## src/rtl/memoria_pkg.sv

```systemverilog
// Shared types and helpers for the memory (cartas) game logic.
package memoria_pkg;

  typedef enum logic [2:0] {PICK1, PICK2, CMP, SHOW, DONE} flip_state_t;

  localparam int GRID_ROWS = 4;
  localparam int GRID_COLS = 4;
  localparam int NCARDS    = GRID_ROWS * GRID_COLS;
  localparam int IDX_W     = $clog2(NCARDS);

  // Linear card index for a grid position, row-major.
  function automatic int card_index(input int row, input int col, input int ncols = GRID_COLS);
    return row * ncols + col;
  endfunction

endpackage

```

## src/rtl/card_flip_controller_hold_timer.sv

```systemverilog
// Countdown that keeps a mismatched pair visible; loads HOLD_CYCLES-1 and
// counts down to zero, raising zero_o while it rests at zero.
module hold_timer #(
  parameter int HOLD_CYCLES = 50_000_000
) (
  input  logic clk,
  input  logic rst,
  input  logic load_i,
  input  logic dec_i,
  output logic zero_o
);

  localparam int TMR_W = (HOLD_CYCLES > 1) ? $clog2(HOLD_CYCLES) : 1;

  logic [TMR_W-1:0] count_q, count_d;

  // Load has priority over decrement; the count never wraps below zero.
  always_comb begin
    count_d = count_q;
    if (load_i) begin
      count_d = TMR_W'(HOLD_CYCLES - 1);
    end else if (dec_i && (count_q != '0)) begin
      count_d = count_q - TMR_W'(1);
    end
  end

  // Counter register, cleared by reset.
  always_ff @(posedge clk or posedge rst) begin
    if (rst) begin
      count_q <= '0;
    end else begin
      count_q <= count_d;
    end
  end

  assign zero_o = (count_q == '0);

endmodule

```

## src/rtl/card_flip_controller.sv

```systemverilog
// Game logic of the 4x4 memory game: cursor, card flipping, pair comparison,
// mismatch hold and score keeping.
module card_flip_controller
  import memoria_pkg::*;
#(
  parameter int N_ROWS      = GRID_ROWS,
  parameter int N_COLS      = GRID_COLS,
  parameter int ID_W        = 3,
  parameter int HOLD_CYCLES = 50_000_000
) (
  input  logic                                clk,
  input  logic                                rst,
  input  logic                                btn_up,
  input  logic                                btn_down,
  input  logic                                btn_left,
  input  logic                                btn_right,
  input  logic                                btn_sel,
  input  logic [N_ROWS*N_COLS*ID_W-1:0]       card_id,
  output logic [N_ROWS*N_COLS-1:0]            face_up,
  output logic [N_ROWS*N_COLS-1:0]            matched,
  output logic [$clog2(N_ROWS)-1:0]           cursor_row,
  output logic [$clog2(N_COLS)-1:0]           cursor_col,
  output logic [7:0]                          attempts,
  output logic [$clog2(N_ROWS*N_COLS/2):0]    pairs_found,
  output logic                                game_over
);

  localparam int CARDS  = N_ROWS * N_COLS;
  localparam int CIDX_W = $clog2(CARDS);
  localparam int ROW_W  = $clog2(N_ROWS);
  localparam int COL_W  = $clog2(N_COLS);
  localparam int PF_W   = $clog2(CARDS / 2) + 1;

  flip_state_t        state_q, state_d;
  logic [ROW_W-1:0]   cursorRow_q, cursorRow_d;
  logic [COL_W-1:0]   cursorCol_q, cursorCol_d;
  logic [CARDS-1:0]   faceUp_q, faceUp_d;
  logic [CARDS-1:0]   matched_q, matched_d;
  logic [CIDX_W-1:0]  first_q, first_d;
  logic [CIDX_W-1:0]  second_q, second_d;
  logic [7:0]         attempts_q, attempts_d;
  logic [PF_W-1:0]    pairs_q, pairs_d;

  logic [CIDX_W-1:0]  curIdx;
  logic               selOk, idsEqual, lastPair, timerZero;
  logic               moveEn, flipEn, storeFirst, storeSecond, cmpEn;
  logic               loadTimer, decTimer, hidePair, over;

  assign curIdx   = CIDX_W'(card_index(int'(cursorRow_q), int'(cursorCol_q), N_COLS));
  assign selOk    = btn_sel && !faceUp_q[curIdx];
  assign idsEqual = (card_id[int'(first_q)*ID_W +: ID_W] == card_id[int'(second_q)*ID_W +: ID_W]);
  assign lastPair = (pairs_q == PF_W'(CARDS / 2 - 1));

  hold_timer #(
    .HOLD_CYCLES(HOLD_CYCLES)
  ) u_hold_timer (
    .clk   (clk),
    .rst   (rst),
    .load_i(loadTimer),
    .dec_i (decTimer),
    .zero_o(timerZero)
  );

  // FSM state register.
  always_ff @(posedge clk or posedge rst) begin
    if (rst) begin
      state_q <= PICK1;
    end else begin
      state_q <= state_d;
    end
  end

  // Next-state logic: two picks, one compare cycle, optional hold, then back.
  always_comb begin
    state_d = state_q;
    case (state_q)
      PICK1: if (selOk) state_d = PICK2;
      PICK2: if (selOk) state_d = CMP;
      CMP: begin
        if (idsEqual) begin
          state_d = lastPair ? DONE : PICK1;
        end else begin
          state_d = SHOW;
        end
      end
      SHOW:    if (timerZero) state_d = PICK1;
      DONE:    state_d = DONE;
      default: state_d = PICK1;
    endcase
  end

  // Per-state control strobes for the datapath and timer.
  always_comb begin
    moveEn      = 1'b0;
    flipEn      = 1'b0;
    storeFirst  = 1'b0;
    storeSecond = 1'b0;
    cmpEn       = 1'b0;
    loadTimer   = 1'b0;
    decTimer    = 1'b0;
    hidePair    = 1'b0;
    over        = 1'b0;
    case (state_q)
      PICK1: begin
        moveEn     = 1'b1;
        flipEn     = selOk;
        storeFirst = selOk;
      end
      PICK2: begin
        moveEn      = 1'b1;
        flipEn      = selOk;
        storeSecond = selOk;
      end
      CMP: begin
        moveEn    = 1'b1;
        cmpEn     = 1'b1;
        loadTimer = !idsEqual;
      end
      SHOW: begin
        moveEn   = 1'b1;
        decTimer = !timerZero;
        hidePair = timerZero;
      end
      DONE:    over = 1'b1;
      default: over = 1'b0;
    endcase
  end

  // Datapath next values; selection always uses the cursor before this cycle's move.
  always_comb begin
    faceUp_d    = faceUp_q;
    matched_d   = matched_q;
    first_d     = first_q;
    second_d    = second_q;
    attempts_d  = attempts_q;
    pairs_d     = pairs_q;
    cursorRow_d = cursorRow_q;
    cursorCol_d = cursorCol_q;

    if (flipEn)      faceUp_d[curIdx] = 1'b1;
    if (storeFirst)  first_d  = curIdx;
    if (storeSecond) second_d = curIdx;
    if (hidePair) begin
      faceUp_d[first_q]  = 1'b0;
      faceUp_d[second_q] = 1'b0;
    end
    if (cmpEn) begin
      if (attempts_q != 8'hFF) attempts_d = attempts_q + 8'd1;
      if (idsEqual) begin
        matched_d[first_q]  = 1'b1;
        matched_d[second_q] = 1'b1;
        pairs_d             = pairs_q + PF_W'(1);
      end
    end

    if (moveEn) begin
      if (btn_up) begin
        cursorRow_d = (cursorRow_q == '0) ? ROW_W'(N_ROWS - 1) : cursorRow_q - ROW_W'(1);
      end else if (btn_down) begin
        cursorRow_d = (cursorRow_q == ROW_W'(N_ROWS - 1)) ? '0 : cursorRow_q + ROW_W'(1);
      end else if (btn_left) begin
        cursorCol_d = (cursorCol_q == '0) ? COL_W'(N_COLS - 1) : cursorCol_q - COL_W'(1);
      end else if (btn_right) begin
        cursorCol_d = (cursorCol_q == COL_W'(N_COLS - 1)) ? '0 : cursorCol_q + COL_W'(1);
      end
    end
  end

  // Datapath registers, all cleared by reset.
  always_ff @(posedge clk or posedge rst) begin
    if (rst) begin
      faceUp_q    <= '0;
      matched_q   <= '0;
      first_q     <= '0;
      second_q    <= '0;
      attempts_q  <= '0;
      pairs_q     <= '0;
      cursorRow_q <= '0;
      cursorCol_q <= '0;
    end else begin
      faceUp_q    <= faceUp_d;
      matched_q   <= matched_d;
      first_q     <= first_d;
      second_q    <= second_d;
      attempts_q  <= attempts_d;
      pairs_q     <= pairs_d;
      cursorRow_q <= cursorRow_d;
      cursorCol_q <= cursorCol_d;
    end
  end

  assign face_up     = faceUp_q;
  assign matched     = matched_q;
  assign cursor_row  = cursorRow_q;
  assign cursor_col  = cursorCol_q;
  assign attempts    = attempts_q;
  assign pairs_found = pairs_q;
  assign game_over   = over;

endmodule

```

## config.mk

```make
export PLATFORM = sky130hd
export DESIGN_NAME = card_flip_controller
export DESIGN_NICKNAME = d
export VERILOG_FILES = /design/src/rtl/memoria_pkg.sv /design/src/rtl/card_flip_controller_hold_timer.sv /design/src/rtl/card_flip_controller.sv
export SDC_FILE = /design/constraint.sdc
export NUM_CORES = 1
export LEC_CHECK = 0
export CELL_PAD_IN_SITES_DETAIL_PLACEMENT = 1
export CELL_PAD_IN_SITES_GLOBAL_PLACEMENT = 2
export CORE_MARGIN = 1.5
export CORE_UTILIZATION = 33
export DETAILED_ROUTE_END_ITERATION = 8
export PLACE_DENSITY_LB_ADDON = 0.05
export SLEW_MARGIN = 20
export SYNTH_ARGS = -nofsm -noshare
export SYNTH_HDL_FRONTEND = slang
export SYNTH_SLANG_ARGS = --single-unit
```

## constraint.sdc

```tcl
create_clock -name clk -period 3.15 [get_ports clk]
set_clock_uncertainty 0.15 [all_clocks]
set_input_delay 0.315 -clock clk [delete_from_list [all_inputs] [get_ports clk]]
set_output_delay 0.315 -clock clk [all_outputs]
set_load 0.1 [all_outputs]
```

# Yosys cells after proc, flatten, opt, wreduce, memory -nomap -nowiden

Cells that the tools add are included.

Word-level logic and storage cells: 107
Register bits: 85

Bitwise operators: 9
Shift-type cells: 2
Order comparisons: 6
Mux-type cells: 35
$add $sub $neg: 8
Equality and inequality tests: 12
Multipliers: 2
Reduce and logical (&&, ||, !) cells: 23

Operator list:

| operator                                            | number |
|---|---|
| variable part select 48 x 7 -> 3 bit                | 2 |
| 2-to-1 mux 26 bit                                   | 2 |
| bitwise OR 16 bit                                   | 3 |
| AND 16 bit                                          | 2 |
| 2-to-1 mux 16 bit                                   | 2 |
| inverter 16 bit                                     | 2 |
| zero test 26 bit                                    | 1 |
| nonzero test 26 bit                                 | 1 |
| subtractor 26 x 1 -> 26 bit, second input constant  | 1 |
| 2-to-1 mux 2 bit                                    | 8 |
| < comparator 4 x 5 -> 1 bit, second input constant  | 3 |
| 2-to-1 mux 3 bit                                    | 5 |
| case mux 3 bit (5 select lines)                     | 1 |
| 2-to-1 mux 1 bit                                    | 13 |
| demux 1 bit (select 4 bit)                          | 3 |
| >= comparator 4 x 1 -> 1 bit, second input constant | 3 |
| multiplier 4 x 2 -> 6 bit, second input constant    | 2 |
| adder 8 x 1 -> 8 bit, second input constant         | 1 |
| inequality test 8 bit, second input constant        | 1 |
| == test 3 x 2 -> 1 bit, second input constant       | 2 |
| inequality test 2 bit, second input constant        | 3 |
| AND reduction 2 bit                                 | 3 |
| nonzero test 2 bit                                  | 3 |
| logical AND 1 bit                                   | 5 |
| 18 further kinds                                    | 25 |

# Longest topological paths before layout

Gate-level depths: netlist of the first run.

Depth in word-level cells: 10
Mapped depth: 11

# Cells and area by module

Synthesis of the first run repeated with hierarchy kept, for this count alone.

Cell total of the unflattened synthesis: 461
Area, all modules: 5161.2 µm²

Modules (own cells, without submodules):

| module               | area each (µm²) | cells each | sequential area each (µm²) | instances |
|---|---|---|---|---|
| card_flip_controller | 3668.5          | 311        | 1476.4                     | 1 |
| hold_timer           | 1492.7          | 150        | 650.6                      | 1 |

# Least setup slack after synthesis of the first run

Ideal clock, no wire load.

Path type: register -> register
Start point: register state_q[2]
End point: register state_q[2]
Path buffers: 1
Data arrival time: 3.136 ns
Setup time: 0.081 ns
Data required time: 2.919 ns
Period minus slack after synthesis: 3.367 ns
Setup slack: -0.217 ns
Cell stages (with the launch flop): 4
Path through: dfrtp_1 clkbuf_1 nor3b_1 a31o_2

Cells in the longest elaborated chain, start to end: 3
Elaborated cells between the ends (all ways): 10
Those cells by class: 7 x eq/ne; 1 x mux; 2 x reduce/logical

RTL lines:

| element                                              | line                       | source |
|---|---|---|
| start, declared                                      | card_flip_controller.sv:34 | `flip_state_t state_q, state_d;` |
| start signal, assigned                               | card_flip_controller.sv:69 | `state_q <= state_d;` |
| == test 3 x 2 -> 1 bit, or another cell as far along | card_flip_controller.sv:76 | `case (state_q)` |
| inequality test 2 bit (no source line)               | --                         |  |
| AND reduction 3 bit (no source line)                 | --                         |  |

Several ways; a longest one is shown, not always the timed one.
A chain may end at the register's enable or synchronous reset.

# Worst setup path after layout of the first run

Start point: register u_hold_timer.count_q[0]
End point: register u_hold_timer.count_q[25]

Cells in the longest elaborated chain, start to end: 5
Elaborated cells between the ends (all ways): 9
Those cells by class: 1 x add/sub; 3 x mux; 5 x reduce/logical

RTL lines:

| element                                                             | line                                  | source |
|---|---|---|
| start, declared                                                     | card_flip_controller_hold_timer.sv:15 | `logic [TMR_W-1:0] count_q, count_d;` |
| start signal, assigned                                              | card_flip_controller_hold_timer.sv:32 | `count_q <= count_d;` |
| branches (longest 5 deep; another with subtractor 26 x 1 -> 26 bit) | --                                    |  |

Parallel ways; which one is timed is not known. The select of a mux whose other input is x is not followed.

==> impl_metrics.json, run 1 <==
{
  "syn_nets": 529,
  "synth-edff-count": 0,
  "place_inst": 746,
  "core-area_um2": 14600,
  "cap_violations": 0,
  "slew_violations": 0,
  "powerDensity_nw_per_um2": 1210,
  "routed_wirelength_mm": 15.0,
  "r2r_slack_ns": 0.21,
  "gp_congestion": 0.780,
  "netlist.area_leader.share": 0.426,
  "cts_sinks": 85,
  "syn_avg_cell_area_um2": 10.8,
  "routedWlPerCell_um": 19.6,
  "status": "completed",
  "p_leak_nw": 2.68,
  "grt-ovfl-total": 0,
  "via_per_inst": 5.37,
  "final_nets": 639,
  "synth_most_common_cell": "dfrtp_1",
  "cp_max_fo": 8,
  "dp_hpwl_mm": 11.4,
  "n_fill_cell": 1642,
  "die_w_um": 126,
  "hold_class": "in -> async",
  "clk_pin_slew_ns": 0.06,
  "synth_top_area_cell": "dfrtp_1",
  "antenna_cells": 0,
  "worstSetupPathType": "reg -> reg",
  "slew_headroom": 0.548,
  "dr_total_vias": 4094,
  "multiInputGateArea_um2": 2690,
  "regArea_um2": 2130,
  "ctsLongestPathBuffers": 2,
  "synth_area_leaders": "dfrtp_1, mux4_2, xnor2_1, nand2_1, nor2_1",
  "ir_worst_vdd_mv": 0.623,
  "ys_warn_count": 0,
  "fin_cells": 762,
  "root_buffer": "clkbuf_16",
  "die_area_um2": 15900,
  "ys.flop_type": "dfrtp_1",
  "worstPathRequired_ns": 3.22,
  "row_count": 44,
  "r2r_cells": 9,
  "drive_above_1_share": 0.246,
  "hold_viol_final": 0,
  "start_util": 0.341,
  "synthTopCellsByCount": "dfrtp_1, nand2_1, nor2_1, mux4_2, xnor2_1",
  "grt_max_degree": 45,
  "end_kind": "flop",
  "fp.dieH_um": 126,
  "synth-seq-cells": 85,
  "fin_crit_ns": 2.94,
  "clkLatencyLatePin_ns": 0.34,
  "cts_setup_buffers": 0,
  "track_usage": 0.200,
  "arrival_ns": 3.00,
  "io_pins": 104,
  "fin_crit_sh": 0.933,
  "cts_tree": "done",
  "port-buffer-count": 103,
  "tns_ns": 0,
  "drtPass1Iterations": 6,
  "grt_pass1_wl_mm": 24.8,
  "ys_async_sr_fraction": 1.00,
  "rsz0062_at_grt": "no",
  "grt_pass1_vias": 4512,
  "p_total_w": 0.00791,
  "setup_viol": 0,
  "netlist_area_um2": 4990,
  "final_antenna_net_count": 0,
  "htree_num_levels": 3,
  "grt_antenna_before_repair": 0,
  "drc": 0,
  "clock.fmax_mhz": 340,
  "syn_inst": 463,
  "drt_iter0_drc": 124,
  "areaGrowthSynthToFinish_pct": 30.7,
  "yosysUniqueCellTypes": 57,
  "start_kind": "flop",
  "tightest_slew_ns": 0.678,
  "cts_buffers": 9,
  "seq_area_frac_synth": 0.426
}
## critical path, stage by stage, from the launching register on
cell      delay, ns
dfrtp_1        0.40
inv_1          0.06
ha_1           0.16
or3b_2         0.49
or4_1          0.47
or3_1          0.50
nand2b_2       0.24
nor4_1         0.09
xnor2_1        0.18
nand2_1        0.07
## layout make-up
type	count	area share
timing repair buffer	126	0.169
clock buffer	9	0.0345
inverter	12	0.00709
multi-input combinational	339	0.412
sequential	85	0.326
clock inverter	7	0.0161
tap	184	0.0353
## worst paths after layout
kind,startpoint,end
max,u_hold_timer.count_q[0],u_hold_timer.count_q[25]
min,rst,u_hold_timer.count_q[23]
max reg2reg,u_hold_timer.count_q[0],u_hold_timer.count_q[25]
min reg2reg,matched[0],matched[0]
max in group asynchronous,rst,matched[13]
min in group clk,matched[0],matched[0]
## state kept, by name, summed over array words and instances (netlist names)
signal,cells
state_q,3
u_hold_timer.count_q,26
face_up,16
cursor_row,2
attempts,8
second_q,4
pairs_found,4
matched,16
first_q,4
cursor_col,2
## power by group
group | internal [W] | switching, W
clock network | 0.000708 | 0.000485
registers | 0.00143 | 0.000485
logic | 0.00153 | 0.00327
## cells by family (layout without fill, tap and decap cells)
logic type / count (synthesis) / count (layout) / synth area share
AOI/OAI and AO/OA: 89 / 89 / 0.122
xor gates and xnor gates: 37 / 37 / 0.0694
adders and majority gates: 11 / 11 / 0.0276
buffers and inverters: 39 / 154 / 0.0386
DFF: 85 / 85 / 0.426
muxes: 39 / 39 / 0.151
and+or+nand+nor: 163 / 163 / 0.165
## layout by cell type (no fill, tap or decap), types with 3 or more instances in the layout
cell and count:
mux2_2 6, nor2_1 42, nor3_1 17, xor2_1 14, a31oi_1 16, clkbuf_16 9
clkdlybuf4s50_1 54, xnor2_1 20, o21ai_0 8, nor2b_1 9, a21o_1 6, nand2_1 42
and2_1 3, nor4_1 5, a32o_1 4, mux2_1 5, nand4_1 4, nand3_1 10
nand3b_1 3, a22oi_1 15, o21bai_1 10, inv_1 11, buf_4 70, a21oi_1 16
ha_1 11, or3_1 7, dfrtp_1 84, mux4_2 28
## per-layer routing
layer  global-route usage  vias up  share of wire
met5                    0        -              0
met4               0.0575        0          0.010
met3               0.0293       13          0.035
met2                0.335       87           0.50
met1                0.269     2079           0.45
li1                     -     1915              -
## stage by stage
step | hold slack, ns | util | setup slack (ns) | area (um^2)
final | 0.174 | 0.446 | 0.212 | 6530
after global placement | 0.299 | 0.423 | 0.184 | 6190
after detailed placement | 0.303 | 0.423 | 0.150 | 6190
after floorplan | 0.325 | - | 0.126 | 5000
after global routing | 0.259 | 0.446 | 0.00972 | 6530
after CTS | 0.196 | 0.445 | 0.136 | 6520
## timing repair
| action | in CTS | in global routing |
|---|---|---|
| hold buffers | 0 | 0 |
| setup endpoints to repair | 0 | 6 |
| gates resized for setup | 0 | 1 |
Note: power is estimated with default switching activity, not from simulation.
==> run 2, diff against run 1 <==
--- a/config.mk
+++ b/config.mk
@@ -8,10 +8,11 @@
 export CELL_PAD_IN_SITES_DETAIL_PLACEMENT = 1
 export CELL_PAD_IN_SITES_GLOBAL_PLACEMENT = 2
 export CORE_MARGIN = 1.5
-export CORE_UTILIZATION = 33
+export CORE_UTILIZATION = 34
 export DETAILED_ROUTE_END_ITERATION = 8
 export PLACE_DENSITY_LB_ADDON = 0.05
 export SLEW_MARGIN = 20
 export SYNTH_ARGS = -nofsm -noshare
 export SYNTH_HDL_FRONTEND = slang
+export SYNTH_HIERARCHICAL = 1
 export SYNTH_SLANG_ARGS = --single-unit
==> run 2 against run 1 <==
Compared with the run above:
- sequential cell count is the same
- cell count increased by 0.39%
- sequential share of layout area down 1.2 points
- critical path depth rose by 2
- register-to-register slack got worse by 0.08 ns
- sequential power hardly changed
- first-iteration DRC count up 44%
- combinational power rose by 3%
- critical endpoint is now u_hold_timer/count_q[19]
- largest power group unchanged
==> impl_metrics.json, run 2 <==
{
  "p_seq_frac": 0.238,
  "net-switching-power_w": 0.00431,
  "powerDensity_nw_per_um2": 1200,
  "clk_pin_slew_ns": 0.07,
  "grt_pass1_vias": 4545,
  "hold_class": "in -> async",
  "dp_hpwl_mm": 11.3,
  "grt_pass1_wl_mm": 24.6,
  "ctsLongestPathBuffers": 2,
  "p_leak_nw": 2.81,
  "place_inst": 748,
  "gp_congestion": 0.834,
  "final_antenna_net_count": 0,
  "tns_ns": 0,
  "drtPass1Iterations": 4,
  "cap_violations": 0,
  "routedWlPerCell_um": 19.5,
  "mostFrequentLayoutCells": "dfrtp_1, buf_4, clkdlybuf4s50_1",
  "drc": 0,
  "grt-ovfl-total": 0,
  "regMostFlops": "u_hold_timer/count_q",
  "cts_buffers": 9,
  "setup_viol": 0,
  "routed.top_layer": "met4",
  "synth-edff-count": 0,
  "io_pins": 104,
  "comb_power_share": 0.611,
  "synth_top_area_cell": "dfrtp_1",
  "largest_register_ffs": 26,
  "start_util": 0.351,
  "worstSetupPathType": "reg -> reg",
  "dpl_cell_area_um2": 6410,
  "utilization": 0.460,
  "intPower_w": 0.00380,
  "fin_crit_ns": 3.01,
  "cts_tree": "done",
  "clkLatencyLatePin_ns": 0.35,
  "slew_headroom": 0.576,
  "ys_warn_count": 6,
  "via_per_inst": 5.61,
  "ys_async_sr_fraction": 1.00,
  "routed_wirelength_mm": 14.9,
  "mostFrequentLayoutCell": "dfrtp_1",
  "antenna_cells": 0,
  "critPathBufInv": 1,
  "clock.fmax_mhz": 332,
  "ir_worst_vdd_mv": 0.749,
  "die_w_um": 126,
  "wl_met3_um": 530,
  "netlist.area_leader.share": 0.412,
  "tightest_slew_ns": 0.627,
  "root_buffer": "clkbuf_16",
  "power.share.clock": 0.150,
  "fin_cells": 765,
  "port-buffer-count": 103,
  "track_usage": 0.197,
  "syn_nets": 527,
  "status": "completed",
  "synth_most_common_cell": "dfrtp_1",
  "hold_viol_final": 0,
  "areaGrowthSynthToFinish_pct": 31.1,
  "fin_crit_sh": 0.957,
  "end_kind": "flop",
  "slew_violations": 0,
  "p_sw_frac": 0.531,
  "synthTopCellsByCount": "dfrtp_1, nand2_1, nor2_1, a21oi_1, nand3_1",
  "netlist_area_um2": 5160,
  "slowest_delay_ns": 0.58,
  "worstPathCellList": "inv_2 -> ha_4 -> or4b_4 -> or4b_1 -> nor2_4 -> nor3_2 -> or4b_4 -> nor2_2 -> o211ai_1 -> nor3_1 -> or3b_2",
  "crit_top_cell": "or4b_4",
  "met1_length_mm": 6.48,
  "grt_antenna_before_repair": 0,
  "synth_area_leaders": "dfrtp_1, mux4_2, mux4_1, a31o_2, ha_1",
  "ys.flop_type": "dfrtp_1",
  "seq_area_frac_synth": 0.412,
  "die_area_um2": 15900,
  "drt_iter0_drc": 178,
  "fp.dieH_um": 126,
  "rsz0062_at_grt": "no",
  "cts_sinks": 85,
  "path_delay_family": "simple AND/OR/NAND/NOR gates",
  "htree_num_levels": 3,
  "final_cell_area_um2": 6770,
  "syn_inst": 461,
  "grt_max_degree": 37,
  "arrival_ns": 3.09,
  "drive_above_1_share": 0.279,
  "start_kind": "flop",
  "r2r_slack_ns": 0.14,
  "row_count": 44,
  "slowest_stage": "or4b_1",
  "holdBufCountCts": 0,
  "wl_met2_mm": 7.77,
  "synth-seq-cells": 85,
  "cp_max_fo": 4,
  "core-area_um2": 14700,
  "syn_avg_cell_area_um2": 11.2,
  "yosysUniqueCellTypes": 65,
  "final_nets": 642,
  "dr_total_vias": 4288,
  "worstPathRequired_ns": 3.22,
  "p_total_w": 0.00811
}
## run 2: worst paths after layout
check,from,endpoint,depth (start not counted)
min in group clk,matched[10],matched[10],1
worst min register to register,matched[10],matched[10],1
max in group asynchronous,rst,matched[2],3
worst min-delay path,rst,attempts[7],2
worst max register to register,u_hold_timer/count_q[0],u_hold_timer/count_q[19],11
worst max-delay path,u_hold_timer/count_q[0],u_hold_timer/count_q[19],11
## run 2: final cells by class
class	count	area (um^2)
multi-input cells	336	2860
repair buffers	132	1160
inverters	12	45.0
flip-flops and latches	85	2130
well taps	184	230
fillers	1594	7930
clock inverters	4	77.6
clock buffers	12	267
## run 2: repair_timing
action | in CTS | in global routing
setup endpoints to repair | 0 | 2
setup buffers | 0 | 1
resized for setup | 0 | 1
endpoints found under the hold margin | 0 | 0
## run 2: cells by family (layout without fill, tap and decap cells)
family	Yosys count	after routing	synth area share
simple gates	155	155	0.172
compound gates	99	99	0.136
fa+ha+maj	11	11	0.0267
buf+inv	40	160	0.0432
xor+xnor	27	27	0.0458
mux	44	44	0.164
flops	85	85	0.412
## run 2: worst register-to-register path: stages, from the launching register on
cell,delay (ns)
dfrtp_1,0.40
inv_2,0.09
ha_4,0.14
or4b_4,0.46
or4b_1,0.58
nor2_4,0.14
nor3_2,0.05
or4b_4,0.22
nor2_2,0.04
o211ai_1,0.10
nor3_1,0.06
or3b_2,0.44
## run 2: power groups by stage
stage / Combinational (W) / Sequential [W] / Clock [W]
global placement: 0.00493 / 0.00194 / 0
detailed placement: 0.00497 / 0.00195 / 0
global route: 0.00524 / 0.00199 / 0.00129
floorplan: 0.00219 / 0.00352 / 0
CTS: 0.00500 / 0.00193 / 0.00125
finish: 0.00496 / 0.00193 / 0.00122
## run 2: metrics by stage
step / hold slack [ns] / worst slack, ns
finish: 0.212 / 0.135
global route: 0.251 / 0.00135
CTS: 0.235 / 0.102
detailed placement: 0.311 / 0.0842
global placement: 0.306 / 0.161
floorplan: 0.205 / -0.150
## run 2: routing by layer
metal | up-vias | GRT usage
li1 | 1983 | -
met1 | 2210 | 0.249
met2 | 81 | 0.342
met3 | 14 | 0.0442
met4 | 0 | 0.0473
met5 | - | 0
==> RTL change, RTL diff (flow settings as in run 2) <==
Register the inputs `btn_up`, `btn_down`, `btn_left`, `btn_right`, `btn_sel` and `card_id` before use. The logic sees them one clock later.
--- a/src/rtl/card_flip_controller.sv
+++ b/src/rtl/card_flip_controller.sv
@@ -32,4 +32,29 @@
   localparam int PF_W   = $clog2(CARDS / 2) + 1;
 
+  logic btn_up_q;
+  logic btn_down_q;
+  logic btn_left_q;
+  logic btn_right_q;
+  logic btn_sel_q;
+  logic [N_ROWS*N_COLS*ID_W-1:0] card_id_q;
+
+  always_ff @(posedge clk or posedge rst) begin
+    if (rst) begin
+      btn_up_q    <= '0;
+      btn_down_q  <= '0;
+      btn_left_q  <= '0;
+      btn_right_q <= '0;
+      btn_sel_q   <= '0;
+      card_id_q   <= '0;
+    end else begin
+      btn_up_q    <= btn_up;
+      btn_down_q  <= btn_down;
+      btn_left_q  <= btn_left;
+      btn_right_q <= btn_right;
+      btn_sel_q   <= btn_sel;
+      card_id_q   <= card_id;
+    end
+  end
+
   flip_state_t        state_q, state_d;
   logic [ROW_W-1:0]   cursorRow_q, cursorRow_d;
@@ -48,6 +73,6 @@
 
   assign curIdx   = CIDX_W'(card_index(int'(cursorRow_q), int'(cursorCol_q), N_COLS));
-  assign selOk    = btn_sel && !faceUp_q[curIdx];
-  assign idsEqual = (card_id[int'(first_q)*ID_W +: ID_W] == card_id[int'(second_q)*ID_W +: ID_W]);
+  assign selOk    = btn_sel_q && !faceUp_q[curIdx];
+  assign idsEqual = (card_id_q[int'(first_q)*ID_W +: ID_W] == card_id_q[int'(second_q)*ID_W +: ID_W]);
   assign lastPair = (pairs_q == PF_W'(CARDS / 2 - 1));
 
@@ -155,11 +180,11 @@
 
     if (moveEn) begin
-      if (btn_up) begin
+      if (btn_up_q) begin
         cursorRow_d = (cursorRow_q == '0) ? ROW_W'(N_ROWS - 1) : cursorRow_q - ROW_W'(1);
-      end else if (btn_down) begin
+      end else if (btn_down_q) begin
         cursorRow_d = (cursorRow_q == ROW_W'(N_ROWS - 1)) ? '0 : cursorRow_q + ROW_W'(1);
-      end else if (btn_left) begin
+      end else if (btn_left_q) begin
         cursorCol_d = (cursorCol_q == '0) ? COL_W'(N_COLS - 1) : cursorCol_q - COL_W'(1);
-      end else if (btn_right) begin
+      end else if (btn_right_q) begin
         cursorCol_d = (cursorCol_q == COL_W'(N_COLS - 1)) ? '0 : cursorCol_q + COL_W'(1);
       end
Behaviour: not the same (a bounded check fails within 4 cycles, from zero or initial values and one cycle with rst high).
==> RTL change against run 2 <==
Power rose by 16%. Synthesized area increased by 25%. Setup slack lost 0.0036 ns. Wire length up 17%. Sequential power up 34%. Sequential cell count grew 53. Final area increased by 25%. Critical path type unchanged. Largest cell class is now registers. Largest power group unchanged.
==> RTL change: results <==
[worst_setup_path]
critPathMaxStageDelay_ns = 0.55
cp_top_family = simple AND/OR/NAND/NOR gates
cp_slowest_cell = or4b_4
arrival_ns = 3.18
crit_fanout = 4
r2r_cells = 11

[routing]
wl_met1_um = 7990
drtIter0Drc = 171
drt_pass1_iterations = 4
dr_wl_met3_um = 627
route.met2.wl_um = 8580
avgViaCountPerCell = 5.23
drt_wl_total_um = 17500

[cts]
clkTransAtPathRegs_ns = 0.06
ctsLongestPathBuffers = 2
cts_buffers = 17
insertion_delay_ns = 0.43
htree_levels = 4

[logic_synthesis]
ys_types = 57
synthTopCellsByCount = 138 x dfrtp_1, 31 x nor2_1, 28 x mux4_2
async_reset_ff_share_pct = 100
synthFlopType = dfrtp_1
yosys_warnings = 6
synth.area.top_cells = dfrtp_1 54%, mux4_2 9.8%, xor2_1 2.3%
seq_area_frac_synth_pct = 53.7
syn_nets = 584

[grt]
grt_max_degree = 68
grt_pass1_vias = 5140
grt_usage_pct = 18.8
grt_pass1_wl_um = 28300
grt_antenna_before_repair = 0

[pwr]
ir_drop_mv = 0.457
p_leak_nw = 3.68

[layout]
n_antenna_cell = 0
drive_gt1_share_pct = 27.5
nNetsFinal = 723

[placed_design]
routabilityCongestion = 0.769
placed_area_um2 = 7820
place_hpwl_um = 12800
portBuffers = 103

[outcome]
status = finished clean

[sta]
worst_pin_slew_ns = 0.604
-- RTL change: timing repair --
item | 4_1_cts | 5_1_grt
setup buffers | 0 | 4
pin swaps | 0 | 6
endpoints found under the setup margin | 2 | 6
gates resized for setup | 1 | 6
-- RTL change: through the flow --
step | setup slack, ns | setup TNS [ns] | instances | total power [W]
5_1_grt | -0.00246 | -0.00246 | 904 | 0.00988
3_3_place_gp | 0.0919 | 0 | 868 | 0.00734
2_1_floorplan | -0.114 | -0.266 | 518 | 0.00605
3_5_place_dp | -0.00937 | -0.00937 | 868 | 0.00740
6_report | 0.132 | 0 | 904 | 0.00940
4_1_cts | 0.0649 | 0 | 900 | 0.00948
-- RTL change: layer usage --
layer  vias up  track usage (%)
met4         0             6.69
li1       2198                -
met5         -                0
met1      2410             25.2
met3        20             3.28
met2        99             30.8
-- RTL change: cell type report --
type	count	area [um2]
clock buffer	20	447
inverter	14	56.3
fill	1950	10200
tap	234	293
clock inverter	12	138
sequential	138	3460
multi-input combinational	343	2860
timing repair buffer	143	1220
-- RTL change: power breakdown --
| part | switching, W | internal [W] | total, W |
|---|---|---|---|
| Clock | 0.000807 | 0.00120 | 0.00200 |
| Sequential | 0.000459 | 0.00213 | 0.00259 |
| Combinational | 0.00325 | 0.00156 | 0.00481 |
-- RTL change: how the worst min path moves through the flow --
stage,start,to,slack (ns)
final,rst,attempts[0],0.14
after global routing,card_id[30],card_id_q[30],0.16
after CTS,rst,attempts[6],0.14
after detailed placement,matched[7],matched[7],0.30
after global placement,matched[7],matched[7],0.29
after floorplan,btn_down,btn_down_q,0.20
-- RTL change: kinds of logic after synthesis --
kind of cell	count (synthesis)	share of synthesized area (%)
and+or+nand+nor	160	14.1
DFF	138	53.7
AOI/OAI and AO/OA	101	10.7
muxes	45	12.7
buffers and inverters	37	2.92
xor gates and xnor gates	26	3.66
adders and majority gates	11	2.14
